File: src/rtl/tv80_regfile_banked.sv
// -----------------------------------------------------------------------------
// tv80_regfile_banked
// Banked register-pair file for the TV80 datapath. NBANKS banks of NPAIRS
// register pairs (high/low byte, DW bits each), three combinational read ports
// and one write port. Supports EXX (active-bank advance), EX DE,HL (per-bank
// pair-swap flag), in-place 2*DW-bit increment/decrement and optional
// same-cycle write-through bypass on the read ports.
//
// Ports:
//   clk, reset            clock; synchronous active-high clear
//   cen                   clock enable, 0 freezes all state (reads stay live)
//   addr_a/addr_b/addr_c  logical pair for write+read A, read B, read C
//   di_h/di_l, we_h/we_l  write data and byte enables for pair addr_a
//   inc_a/dec_a           in-place increment/decrement of pair addr_a
//   exx, ex_dehl          bank advance / toggle DE-HL swap of active bank
//   do_ah..do_cl          read data, ports A/B/C
//   bank, swap            active bank index, per-bank swap flags
// -----------------------------------------------------------------------------
module tv80_regfile_banked #(
    parameter int DW     = 8,
    parameter int NPAIRS = 4,
    parameter int NBANKS = 2,
    parameter int DE_IDX = 1,
    parameter int HL_IDX = 2,
    parameter int BYPASS = 1,
    localparam int PAW   = (NPAIRS > 1) ? $clog2(NPAIRS) : 1,
    localparam int BW    = (NBANKS > 1) ? $clog2(NBANKS) : 1
) (
    input  logic              clk,
    input  logic              reset,
    input  logic              cen,
    input  logic [PAW-1:0]    addr_a,
    input  logic [PAW-1:0]    addr_b,
    input  logic [PAW-1:0]    addr_c,
    input  logic [DW-1:0]     di_h,
    input  logic [DW-1:0]     di_l,
    input  logic              we_h,
    input  logic              we_l,
    input  logic              inc_a,
    input  logic              dec_a,
    input  logic              exx,
    input  logic              ex_dehl,
    output logic [DW-1:0]     do_ah,
    output logic [DW-1:0]     do_al,
    output logic [DW-1:0]     do_bh,
    output logic [DW-1:0]     do_bl,
    output logic [DW-1:0]     do_ch,
    output logic [DW-1:0]     do_cl,
    output logic [BW-1:0]     bank,
    output logic [NBANKS-1:0] swap
);

    // Remapping only applies when both swap targets are real pairs.
    localparam bit             MAP_EN = (DE_IDX < NPAIRS) && (HL_IDX < NPAIRS);
    localparam logic [PAW-1:0] DE_A   = PAW'(DE_IDX);
    localparam logic [PAW-1:0] HL_A   = PAW'(HL_IDX);
    localparam logic [PAW:0]   NP     = (PAW+1)'(NPAIRS);
    localparam logic [2*DW-1:0] ONE   = (2*DW)'(1);

    logic [DW-1:0]     mem_h_r [NBANKS][NPAIRS];
    logic [DW-1:0]     mem_l_r [NBANKS][NPAIRS];
    logic [BW-1:0]     bank_r;
    logic [NBANKS-1:0] swap_r;
    logic [BW-1:0]     next_bank_s;

    logic [PAW-1:0]    laddr_s [3];
    logic [PAW-1:0]    paddr_s [3];
    logic [DW-1:0]     rd_h_s  [3];
    logic [DW-1:0]     rd_l_s  [3];
    logic [2*DW-1:0]   cur_a_s;
    logic              a_valid_s;

    // Logical-to-physical pair mapping under the active bank's swap flag.
    function automatic logic [PAW-1:0] map_pair(input logic [PAW-1:0] a, input logic sw);
        logic [PAW-1:0] m;
        m = a;
        if (MAP_EN && sw) begin
            if (a == DE_A) begin
                m = HL_A;
            end else if (a == HL_A) begin
                m = DE_A;
            end else begin
                m = a;
            end
        end else begin
            m = a;
        end
        return m;
    endfunction

    assign laddr_s[0] = addr_a;
    assign laddr_s[1] = addr_b;
    assign laddr_s[2] = addr_c;

    // Combinational reads through the current mapping, with optional bypass
    // keyed on the logical address (same mapping applies to both sides).
    always_comb begin
        for (int p = 0; p < 3; p++) begin
            paddr_s[p] = map_pair(laddr_s[p], swap_r[bank_r]);
            rd_h_s[p]  = {DW{1'b0}};
            rd_l_s[p]  = {DW{1'b0}};
            if ({1'b0, paddr_s[p]} < NP) begin
                rd_h_s[p] = mem_h_r[bank_r][paddr_s[p]];
                rd_l_s[p] = mem_l_r[bank_r][paddr_s[p]];
            end else begin
                rd_h_s[p] = {DW{1'b0}};
                rd_l_s[p] = {DW{1'b0}};
            end
            if ((BYPASS != 0) && (laddr_s[p] == addr_a) && we_h) begin
                rd_h_s[p] = di_h;
            end else begin
                rd_h_s[p] = rd_h_s[p];
            end
            if ((BYPASS != 0) && (laddr_s[p] == addr_a) && we_l) begin
                rd_l_s[p] = di_l;
            end else begin
                rd_l_s[p] = rd_l_s[p];
            end
        end
    end

    // Current contents of pair A (pre-swap mapping) for increment/decrement.
    always_comb begin
        a_valid_s = ({1'b0, paddr_s[0]} < NP);
        cur_a_s   = {rd_h_s[0], rd_l_s[0]};
        if (a_valid_s) begin
            cur_a_s = {mem_h_r[bank_r][paddr_s[0]], mem_l_r[bank_r][paddr_s[0]]};
        end else begin
            cur_a_s = {(2*DW){1'b0}};
        end
    end

    // Bank index that EXX advances to, wrapping at NBANKS.
    always_comb begin
        if (bank_r == BW'(NBANKS - 1)) begin
            next_bank_s = {BW{1'b0}};
        end else begin
            next_bank_s = bank_r + BW'(1);
        end
    end

    // State update: reset, then byte write over inc/dec, then bank/swap changes.
    always_ff @(posedge clk) begin
        if (reset) begin
            for (int b = 0; b < NBANKS; b++) begin
                for (int p = 0; p < NPAIRS; p++) begin
                    mem_h_r[b][p] <= {DW{1'b0}};
                    mem_l_r[b][p] <= {DW{1'b0}};
                end
            end
            bank_r <= {BW{1'b0}};
            swap_r <= {NBANKS{1'b0}};
        end else if (cen) begin
            if (a_valid_s) begin
                if (we_h || we_l) begin
                    if (we_h) begin
                        mem_h_r[bank_r][paddr_s[0]] <= di_h;
                    end
                    if (we_l) begin
                        mem_l_r[bank_r][paddr_s[0]] <= di_l;
                    end
                end else if (inc_a ^ dec_a) begin
                    {mem_h_r[bank_r][paddr_s[0]], mem_l_r[bank_r][paddr_s[0]]} <=
                        inc_a ? (cur_a_s + ONE) : (cur_a_s - ONE);
                end
            end
            // Swap toggles on the pre-EXX bank.
            if (ex_dehl) begin
                swap_r[bank_r] <= ~swap_r[bank_r];
            end
            if (exx) begin
                bank_r <= next_bank_s;
            end
        end
    end

    assign do_ah = rd_h_s[0];
    assign do_al = rd_l_s[0];
    assign do_bh = rd_h_s[1];
    assign do_bl = rd_l_s[1];
    assign do_ch = rd_h_s[2];
    assign do_cl = rd_l_s[2];
    assign bank  = bank_r;
    assign swap  = swap_r;

endmodule

File: config.mk
export PLATFORM = sky130hd
export DESIGN_NAME = tv80_regfile_banked
export DESIGN_NICKNAME = d
export VERILOG_FILES = /design/src/rtl/tv80_regfile_banked.sv
export SDC_FILE = /design/constraint.sdc
export NUM_CORES = 1
export LEC_CHECK = 0
export ABC_AREA = 1
export ABC_CLOCK_PERIOD_IN_PS = 5400
export BUFFER_PORTS_ARGS = -buffer_cell sky130_fd_sc_hd__buf_2
export CAP_MARGIN = 30
export CORE_ASPECT_RATIO = 2
export CORE_MARGIN = 5
export CORE_UTILIZATION = 60
export CTS_CLUSTER_DIAMETER = 100
export DETAILED_ROUTE_END_ITERATION = 12
export HOLD_SLACK_MARGIN = 0.1
export PLACE_DENSITY = 0.81
export SLEW_MARGIN = 15
export SYNTH_ARGS = -nofsm -noshare
export SYNTH_HDL_FRONTEND = slang
export SYNTH_SLANG_ARGS = --single-unit
File: constraint.sdc
create_clock -name clk -period 5.4 [get_ports clk]
set_input_delay 0.81 -clock clk [delete_from_list [all_inputs] [get_ports clk]]
set_output_delay 0.81 -clock clk [all_outputs]
set_load 0.02 [all_outputs]
==> impl_summary.md, run 1 <==
Finish
The number of antenna cells inserted is 0. The layout overhead on the synthesized area is 12.33%. At the end of the flow, the number of nets in the layout was 1,427.

The library cell used most frequently in the layout, excluding fill and tap cells, is sky130_fd_sc_hd__nand2_1. The fraction of layout instances using a drive strength above 1 is 16.08%. At the end of the flow the core is filled with cells to 67.95%. In the layout the commonest cells are 336 x sky130_fd_sc_hd__nand2_1, 135 x sky130_fd_sc_hd__nor2_1, 131 x sky130_fd_sc_hd__a21oi_1.

Routing
The iteration count of the initial detailed-routing pass is 6. The count of unresolved DRC violations after routing is 0. The detailed router finished its first iteration with between 1,000 and 1,500 violations. The via-per-instance ratio is 6.071.

In this run the remaining antenna-violating nets after routing total 0. The number of vias after detailed routing is 9,622. The detail-routed net length per standard cell is 17.85 um. After detailed routing, the total wire length is 28,290 um.

Clocking
The clock tree from TritonCTS is yes. Buffers inserted to repair hold after CTS numbered 0. TritonCTS created 17 clock buffers.

The cell sitting at the root of the clock tree is a sky130_fd_sc_hd__clkbuf_16. The count of instances resized after the clock tree is built is 0. The number of setup buffers added after CTS is 0. CTS built an H-tree with a depth of 4.

The clock passes through at most 2 buffers. The clock slew at the register clock pins of the worst setup and hold paths is 0.05 ns. The clock latency at the later pin of the worst-skew pair is between 0.4 and 0.5 ns. Clock tree synthesis found a total of 131 sinks.

Setup path
The setup slack of the worst register-to-register path is ~1.1 ns. At the worst endpoint, the required time is 4.59 ns. The endpoint identified for the worst register-to-register timing path is mem_h_r[38].

The worst-path maximum fanout is 46. The last element of the critical path is do_bh[1]. The critical path starts at bank.

The startpoint of the worst register-to-register path is bank. The path depth of the worst reg2reg path is 17. The type of the worst setup path is flip-flop to output port.

Data arrives at the worst endpoint at 3.78 ns. The worst setup path is launched from a flip-flop. STA classifies the critical path endpoint as an output port.

Global routing
The initial antenna violation count was 0. The largest net degree at the start of global routing is 56. Global routing finished with a remaining overflow of 0. The first global-routing pass estimated 45,150 um of wire. The overall track demand over capacity in global routing is between 30% and 40%.

The via count of the first global-routing pass came to 9,203.

Synthesis
sky130_fd_sc_hd__dfxtp_1 takes more of the synthesized area than any other cell. The fraction of registers with async set/reset is 0%. The cell area after synthesis is 0.008588 mm^2. The total of warnings raised by yosys is 0.

The share of the Yosys chip area taken by registers is a little under a third. The average instance in the mapped netlist occupies 6.452 um^2. Yosys mapped a number of flops with a built-in enable equal to 0.

The number of nets in the synthesized netlist is 1,377. The count of different cell masters after synthesis is 41. The number of standard cells after synthesis is 1,331. The portion of synthesized cell area occupied by the leading cell type is 30.54%. Sorting the synthesized cells by area gives the leading types as sky130_fd_sc_hd__dfxtp_1 31%, sky130_fd_sc_hd__nand2_1 15%, sky130_fd_sc_hd__a21oi_1 7.6%. Counting flops and latches in the post-synthesis netlist gives 131. The dominant synthesized flop cell is sky130_fd_sc_hd__dfxtp_1.

Power
In this run the power spent charging and discharging nets is 1.096 mW. The power density over the cells is 311.9 mW/mm^2. For this design the static power due to leakage is between 4 and 5 nW.

The fraction of power consumed by combinational cells is 30.9%. The sequential group share of total power is 34.0%. The internal power contribution is approximately 1.9 mW. The clock network fraction of total power is 35.1%. The switching share of power is 36.42%. VDD sags by at most 0.2719 mV.

Placed design
At the end of routability-driven placement, the weighted congestion stood at 1.042. The detailed placement HPWL is 19,770 um. The count of input and output buffers is 81. OpenSTA, run right after detailed placement, puts the worst setup slack at about 1.1 ns.

Die
The die area is around 0.017 mm^2. The placeable core region is roughly 0.014 mm^2. The y dimension of the die is 179.2 um. 82 I/O pins were placed.

The effective utilization at floorplan is 60.50%. In this run the horizontal extent of the chip is 94.60 um. The number of placement rows is 62.

Timing
On the final layout, the worst clock skew is roughly 0.0067 ns. For this run, the top clock speed supported by timing is 0.2180 GHz. Headroom to the max-slew limit came out at ~34%. The final max-slew violation count is 0. The number of hold violations in the final report came to 0. Setup repair after global routing left no endpoint under its margin.

The final period demand of the worst path is 4.586 ns. The final cycle utilization of the critical path is 84.93%. Setup total negative slack on the finished layout was measured at 0 ns. Across all setup checks in the final design, the least slack found is 0.8136 ns.

Setup violations remaining at the end of the flow were counted as 0. The transition time at the pin with the least slew margin is between 0.9 and 1 ns.

Hold path
The class of the most critical hold timing path is flip-flop to flip-flop.

Status
The run finished with clean final reports.

Job
Max-cap violations in this run came to 0.
## logic make-up after synthesis
group	Yosys count	share of synthesized area, %
adder cells (fa/ha/maj)	15	2.273
buffers and inverters	170	7.823
AO/OA/AOI/OAI	398	26.97
XOR/XNOR	5	0.5099
AND/OR/NAND/NOR	584	28.63
flip-flops	131	30.54
multiplexers	28	3.263
## cells in the mapped netlist, types with 2 or more instances
library cell	n
sky130_fd_sc_hd__nand3_1	54
sky130_fd_sc_hd__nor2_1	136
sky130_fd_sc_hd__buf_1	2
sky130_fd_sc_hd__xnor2_1	4
sky130_fd_sc_hd__a21o_1	2
sky130_fd_sc_hd__nand2_4	2
sky130_fd_sc_hd__mux2i_1	28
sky130_fd_sc_hd__clkbuf_1	50
sky130_fd_sc_hd__ha_1	14
sky130_fd_sc_hd__buf_2	15
sky130_fd_sc_hd__nor2_2	5
sky130_fd_sc_hd__o21a_1	2
sky130_fd_sc_hd__inv_1	85
sky130_fd_sc_hd__o21ai_0	126
sky130_fd_sc_hd__nand2_2	36
sky130_fd_sc_hd__a31oi_1	38
sky130_fd_sc_hd__a21oi_2	24
sky130_fd_sc_hd__a21oi_1	131
sky130_fd_sc_hd__nor3_1	4
sky130_fd_sc_hd__nand2_1	336
sky130_fd_sc_hd__buf_4	2
sky130_fd_sc_hd__nand3_4	3
sky130_fd_sc_hd__inv_2	13
sky130_fd_sc_hd__dfxtp_1	131
sky130_fd_sc_hd__or2_2	2
sky130_fd_sc_hd__o211ai_1	55
sky130_fd_sc_hd__o21ai_1	13
sky130_fd_sc_hd__clkinv_1	2
sky130_fd_sc_hd__nand3_2	4
## flip-flops by register name, summed over array words and instances (netlist names)
register  flops
swap          2
mem_h_r      64
mem_l_r      64
bank          1
## through the flow
| step | area (um^2) | total power, mW | std cells | hold WS (ns) |
|---|---|---|---|---|
| after global routing | 9647 | 3.146 | 1585 | 0.4738 |
| after global placement | 9071 | 1.923 | 1551 | 0.4300 |
| final | 9647 | 3.008 | 1585 | 0.4415 |
| after CTS | 9634 | 2.992 | 1583 | 0.4403 |
| after detailed placement | 9099 | 1.944 | 1552 | 0.4334 |
| after floorplan | 8588 | 1.688 | 1331 | 0.4200 |
## layout make-up
type / count / area (um^2)
multi-input cells: 1030 / 5296
fillers: 1246 / 4549
flip-flops and latches: 131 / 2626
repair buffers: 101 / 573.1
clock buffers: 20 / 446.7
inverters: 100 / 375.4
well taps: 192 / 240.2
clock inverters: 11 / 88.84
## routing by layer
metal | GRT usage, % | part of all wire [%] | up-vias
li1 | - | - | 4571
met1 | 41.06 | 39 | 4317
met2 | 54.64 | 46 | 613
met5 | 0 | 0 | -
met4 | 19.64 | 4.8 | 0
met3 | 7.308 | 10 | 121
## worst min path at each step
stage                           start  slack [ns]  cells after the start     endpoint
after floorplan           mem_l_r[33]        0.42                      2  mem_l_r[33]
after global routing      mem_l_r[33]        0.47                      2  mem_l_r[33]
final                     mem_l_r[57]        0.44                      2  mem_l_r[57]
after detailed placement  mem_l_r[57]        0.43                      2  mem_l_r[57]
after global placement    mem_l_r[57]        0.43                      2  mem_l_r[57]
after CTS                 mem_l_r[57]        0.44                      2  mem_l_r[57]
## critical path, cell delays in order, from the launching register on
cell and delay (ns):
sky130_fd_sc_hd__dfxtp_4 0.43, sky130_fd_sc_hd__inv_2 0.09, sky130_fd_sc_hd__buf_4 0.41, sky130_fd_sc_hd__nand2_1 0.18, sky130_fd_sc_hd__nand2_2 0.12, sky130_fd_sc_hd__nand2_1 0.05, sky130_fd_sc_hd__nand2_1 0.05, sky130_fd_sc_hd__buf_4 0.41
sky130_fd_sc_hd__clkinv_1 0.72, sky130_fd_sc_hd__nand2_1 0.26, sky130_fd_sc_hd__o211ai_1 0.12, sky130_fd_sc_hd__a31oi_1 0.26, sky130_fd_sc_hd__buf_2 0.22
## power by group through the flow
stage	Combinational [mW]	Sequential [mW]	Clock, mW
6_report	0.930	1.02	1.05
3_3_place_gp	0.881	1.04	0
4_1_cts	0.906	1.02	1.06
5_1_grt	1.01	1.03	1.11
2_1_floorplan	0.651	1.04	0
3_5_place_dp	0.901	1.04	0
No activity file was read; power rests on OpenSTA's default activity.
==> inputs of run 2 (changes only) <==
ABC_CLOCK_PERIOD_IN_PS = 3790   (was 5400)
CORE_UTILIZATION = 55   (was 60)
PLACE_DENSITY = 0.78   (was 0.81)
clock period = 3.79 ns   (was 5.4 ns; I/O delays follow)
==> run 2 against run 1 <==
  * Utilization is 2.5 points lower
  * Sequential power increased by 42%
  * Register-to-register slack got worse by 0.85 ns
  * Flip-flop and latch count unchanged
  * Total power grew 54%
  * Critical endpoint is now mem_h_r[62]
  * Largest cell class unchanged
==> impl_summary.md, run 2 (synthesized netlist as in run 1, its figures left out) <==
Clocking
The clock slew at the register clock pins of the worst setup and hold paths came to 0.06 ns (was 0.05 ns). The number of sinks on the clock net was 131 (unchanged). The worst-case clock buffer depth is 2 (unchanged).

The clock tree from TritonCTS was yes (unchanged). The cell at the root of the clock tree is sky130_fd_sc_hd__clkbuf_16 (unchanged). The total clock buffers created by CTS is 17 (unchanged). The number of levels in the clock H-tree came to 4 (unchanged). The clock latency at the later pin of the worst-skew pair is 0.43 ns (about the same).

Placed design
The placed standard-cell area is 0.009371 mm^2 (was 0.009099 mm^2). The weighted congestion reported at the end of routability-driven placement is 1.030 (was 1.042). The detailed placement HPWL is 23,420 um (was 19,770 um). The minimum setup slack after placement is 0.09876 ns (was 1.066 ns). The count of input and output buffers was 81 (unchanged). The placed cell count is 1,593 (was 1,552).

Setup path
The critical path data required time is 4.14 ns (was 4.59 ns). The critical path arrival is 3.90 ns (was 3.78 ns). The type of the worst setup path is flip-flop to flip-flop (was flip-flop to output port). The type of destination of the critical path was a flip-flop (was output port). The worst-path maximum fanout was 34 (was 46).

The setup slack of the worst register-to-register path is 0.24 ns (was 1.09 ns). The type of origin of the critical path is a flip-flop (unchanged).

Timing
The number of hold violations in the final report is 0 (unchanged). The largest clock skew in the final design came to 0.01048 ns (was 0.006689 ns). The final worst slack was 0.2367 ns (was 0.8136 ns).

The final worst hold slack is 0.4070 ns (was 0.4415 ns). The headroom to the max-slew limit was 29.69% (was 34.21%). The highest achievable clock rate is roughly 0.28 GHz.

The transition time at the pin with the least slew margin is 1.044 ns (was 0.9832 ns). The final max-slew violation count is 0 (unchanged). The number of setup violations in the final report is 0 (unchanged). The final cycle utilization of the critical path is 93.76%.

After layout, the minimum clock period comes to 3.553 ns.

Global routing
The first-pass GRT wire length is 49,340 um (was 45,150 um). The initial antenna violation count is 0 (unchanged). The largest net degree at the start of global routing is 78 (was 56). The overall track demand over capacity in global routing was 34.17% (was 33.91%).

The total grt overflow is 0 (unchanged). The via count of the first global-routing pass came to 9,482 (was 9,203).

Routing
The count of unresolved DRC violations after routing is 0 (unchanged). The detail-routed net length per standard cell came to 19.62 um (was 17.85 um). The count of antenna-violating nets left after detailed routing came to 0 (unchanged). The number of violations reported at the end of detailed-routing iteration 0 is 700 (was 1,020).

The via-per-instance ratio is 6.039 (was 6.071). The post-detailed-routing wire length came to 31,890 um (was 28,290 um). The number of vias after detailed routing was 9,814 (was 9,622). The iteration count of the initial detailed-routing pass came to 8 (was 6).

Power
The power density over the cells is 462.4 mW/mm^2 (was 311.9 mW/mm^2). The total power after layout came to 4.628 mW (was 3.008 mW). The leakage power total is 4.389 nW (was 4.192 nW).

The maximum vdd drop came to 0.3397 mV (was 0.2719 mV).

Die
The floorplan die width is 98.36 um (was 94.60 um). The effective utilization at floorplan is 56.15% (was 60.50%). The die area is 0.01837 mm^2 (was 0.01695 mm^2).

The count of boundary I/O pins is 82 (unchanged). The placeable core region was 0.01529 mm^2 (was 0.01420 mm^2). The y dimension of the die is 186.7 um (was 179.2 um). The number of placement rows is 64 (was 62).

Finish
The layout overhead on the synthesized area is 16.53% (was 12.33%). The number of standard cells in the final layout excluding fillers is 1,625 (was 1,585). The number of antenna cells inserted is 0 (unchanged). The finished layout cell area is 0.01001 mm^2 (was 0.009647 mm^2). The leading cell type in the layout, fill and taps excluded was sky130_fd_sc_hd__nand2_1 (unchanged). Leading cell types in the layout, fill and taps excluded: 336 x sky130_fd_sc_hd__nand2_1, 135 x sky130_fd_sc_hd__nor2_1, 130 x sky130_fd_sc_hd__a21oi_1, 130 x sky130_fd_sc_hd__dfxtp_1, 126 x sky130_fd_sc_hd__o21ai_0 (was 336 x sky130_fd_sc_hd__nand2_1, 135 x sky130_fd_sc_hd__nor2_1, 131 x sky130_fd_sc_hd__a21oi_1).

The final net count is 1,460 (was 1,427). The fraction of layout instances using a drive strength above 1 is 18.43% (was 16.08%).

Hold path
The class of the most critical hold timing path is input port to flip-flop (was flip-flop to flip-flop).

Job
The max-cap violation count came to 0 (unchanged).

Status
Result of the run: finished, final reports clean (unchanged).
[run 2: cell types whose count changed in the layout (fill, tap and decap cells not counted), moves of 2 or more]
cell / delta
sky130_fd_sc_hd__buf_4: +30
sky130_fd_sc_hd__clkinv_2: -6
sky130_fd_sc_hd__inv_6: +3
sky130_fd_sc_hd__buf_12: +2
sky130_fd_sc_hd__buf_6: +2
sky130_fd_sc_hd__clkinv_4: +2
sky130_fd_sc_hd__o21ai_1: -2
sky130_fd_sc_hd__o21ai_2: +2
[run 2: final timing paths]
path,cells past startpoint,endpoint,start
worst max-delay path,16,mem_h_r[62],bank
worst min-delay path,3,bank,exx
worst max register to register,16,mem_h_r[62],bank
worst min register to register,2,mem_l_r[33],mem_l_r[33]
[run 2: metrics by stage]
| step | TNS (ns) | util (%) |
|---|---|---|
| after floorplan | 0 | - |
| after global placement | 0 | 61.24 |
| after detailed placement | 0 | 61.27 |
| after CTS | 0 | 65.27 |
| after global routing | -0.01462 | 65.44 |
| final | 0 | 65.44 |
[run 2: routing by layer]
metal,global-route usage (%),share of wire (%)
met3,5.456,6.4
met1,31.39,32
met5,0,0
met2,60.59,50
met4,34.14,12
[run 2: final cells by class]
cell class,instances,area [um^2]
timing repair buffer,134,833.3
clock buffer,20,467.9
multi-input combinational,1030,5314
inverter,100,375.4
tap,198,247.7
fill,1440,5286
sequential,131,2626
clock inverter,12,143.9
[run 2: worst max-delay path: stages (launching register included)]
cell and delay, ns:
sky130_fd_sc_hd__dfxtp_4 0.38, sky130_fd_sc_hd__buf_12 0.18, sky130_fd_sc_hd__o21ai_0 0.84, sky130_fd_sc_hd__nand2_1 0.12, sky130_fd_sc_hd__o211ai_1 0.12, sky130_fd_sc_hd__nand2_1 0.09
sky130_fd_sc_hd__inv_1 0.06, sky130_fd_sc_hd__ha_1 0.26, sky130_fd_sc_hd__nand3_1 0.11, sky130_fd_sc_hd__nand2_1 0.07, sky130_fd_sc_hd__nand2_1 0.08, sky130_fd_sc_hd__nand2_1 0.05
sky130_fd_sc_hd__a21oi_1 0.25, sky130_fd_sc_hd__o211ai_1 0.21, sky130_fd_sc_hd__o21ai_2 0.39, sky130_fd_sc_hd__nand3_1 0.12, sky130_fd_sc_hd__a21oi_1 0.15
[run 2: what timing repair did]
action,CTS,global route
setup buffers,0,0
setup endpoints to repair,0,25
resized for setup,0,6
hold buffers,0,0
endpoints found under the hold margin,0,0
[run 2: report_power, final]
part | internal [mW] | total (mW) | switching, mW | leakage [nW]
clock | 1.04 | 1.73 | 0.695 | 0.295
sequential | 1.43 | 1.45 | 0.0252 | 1.06
combinational | 0.447 | 1.44 | 0.995 | 3.03
total | 2.91 | 4.63 | 1.72 | 4.39
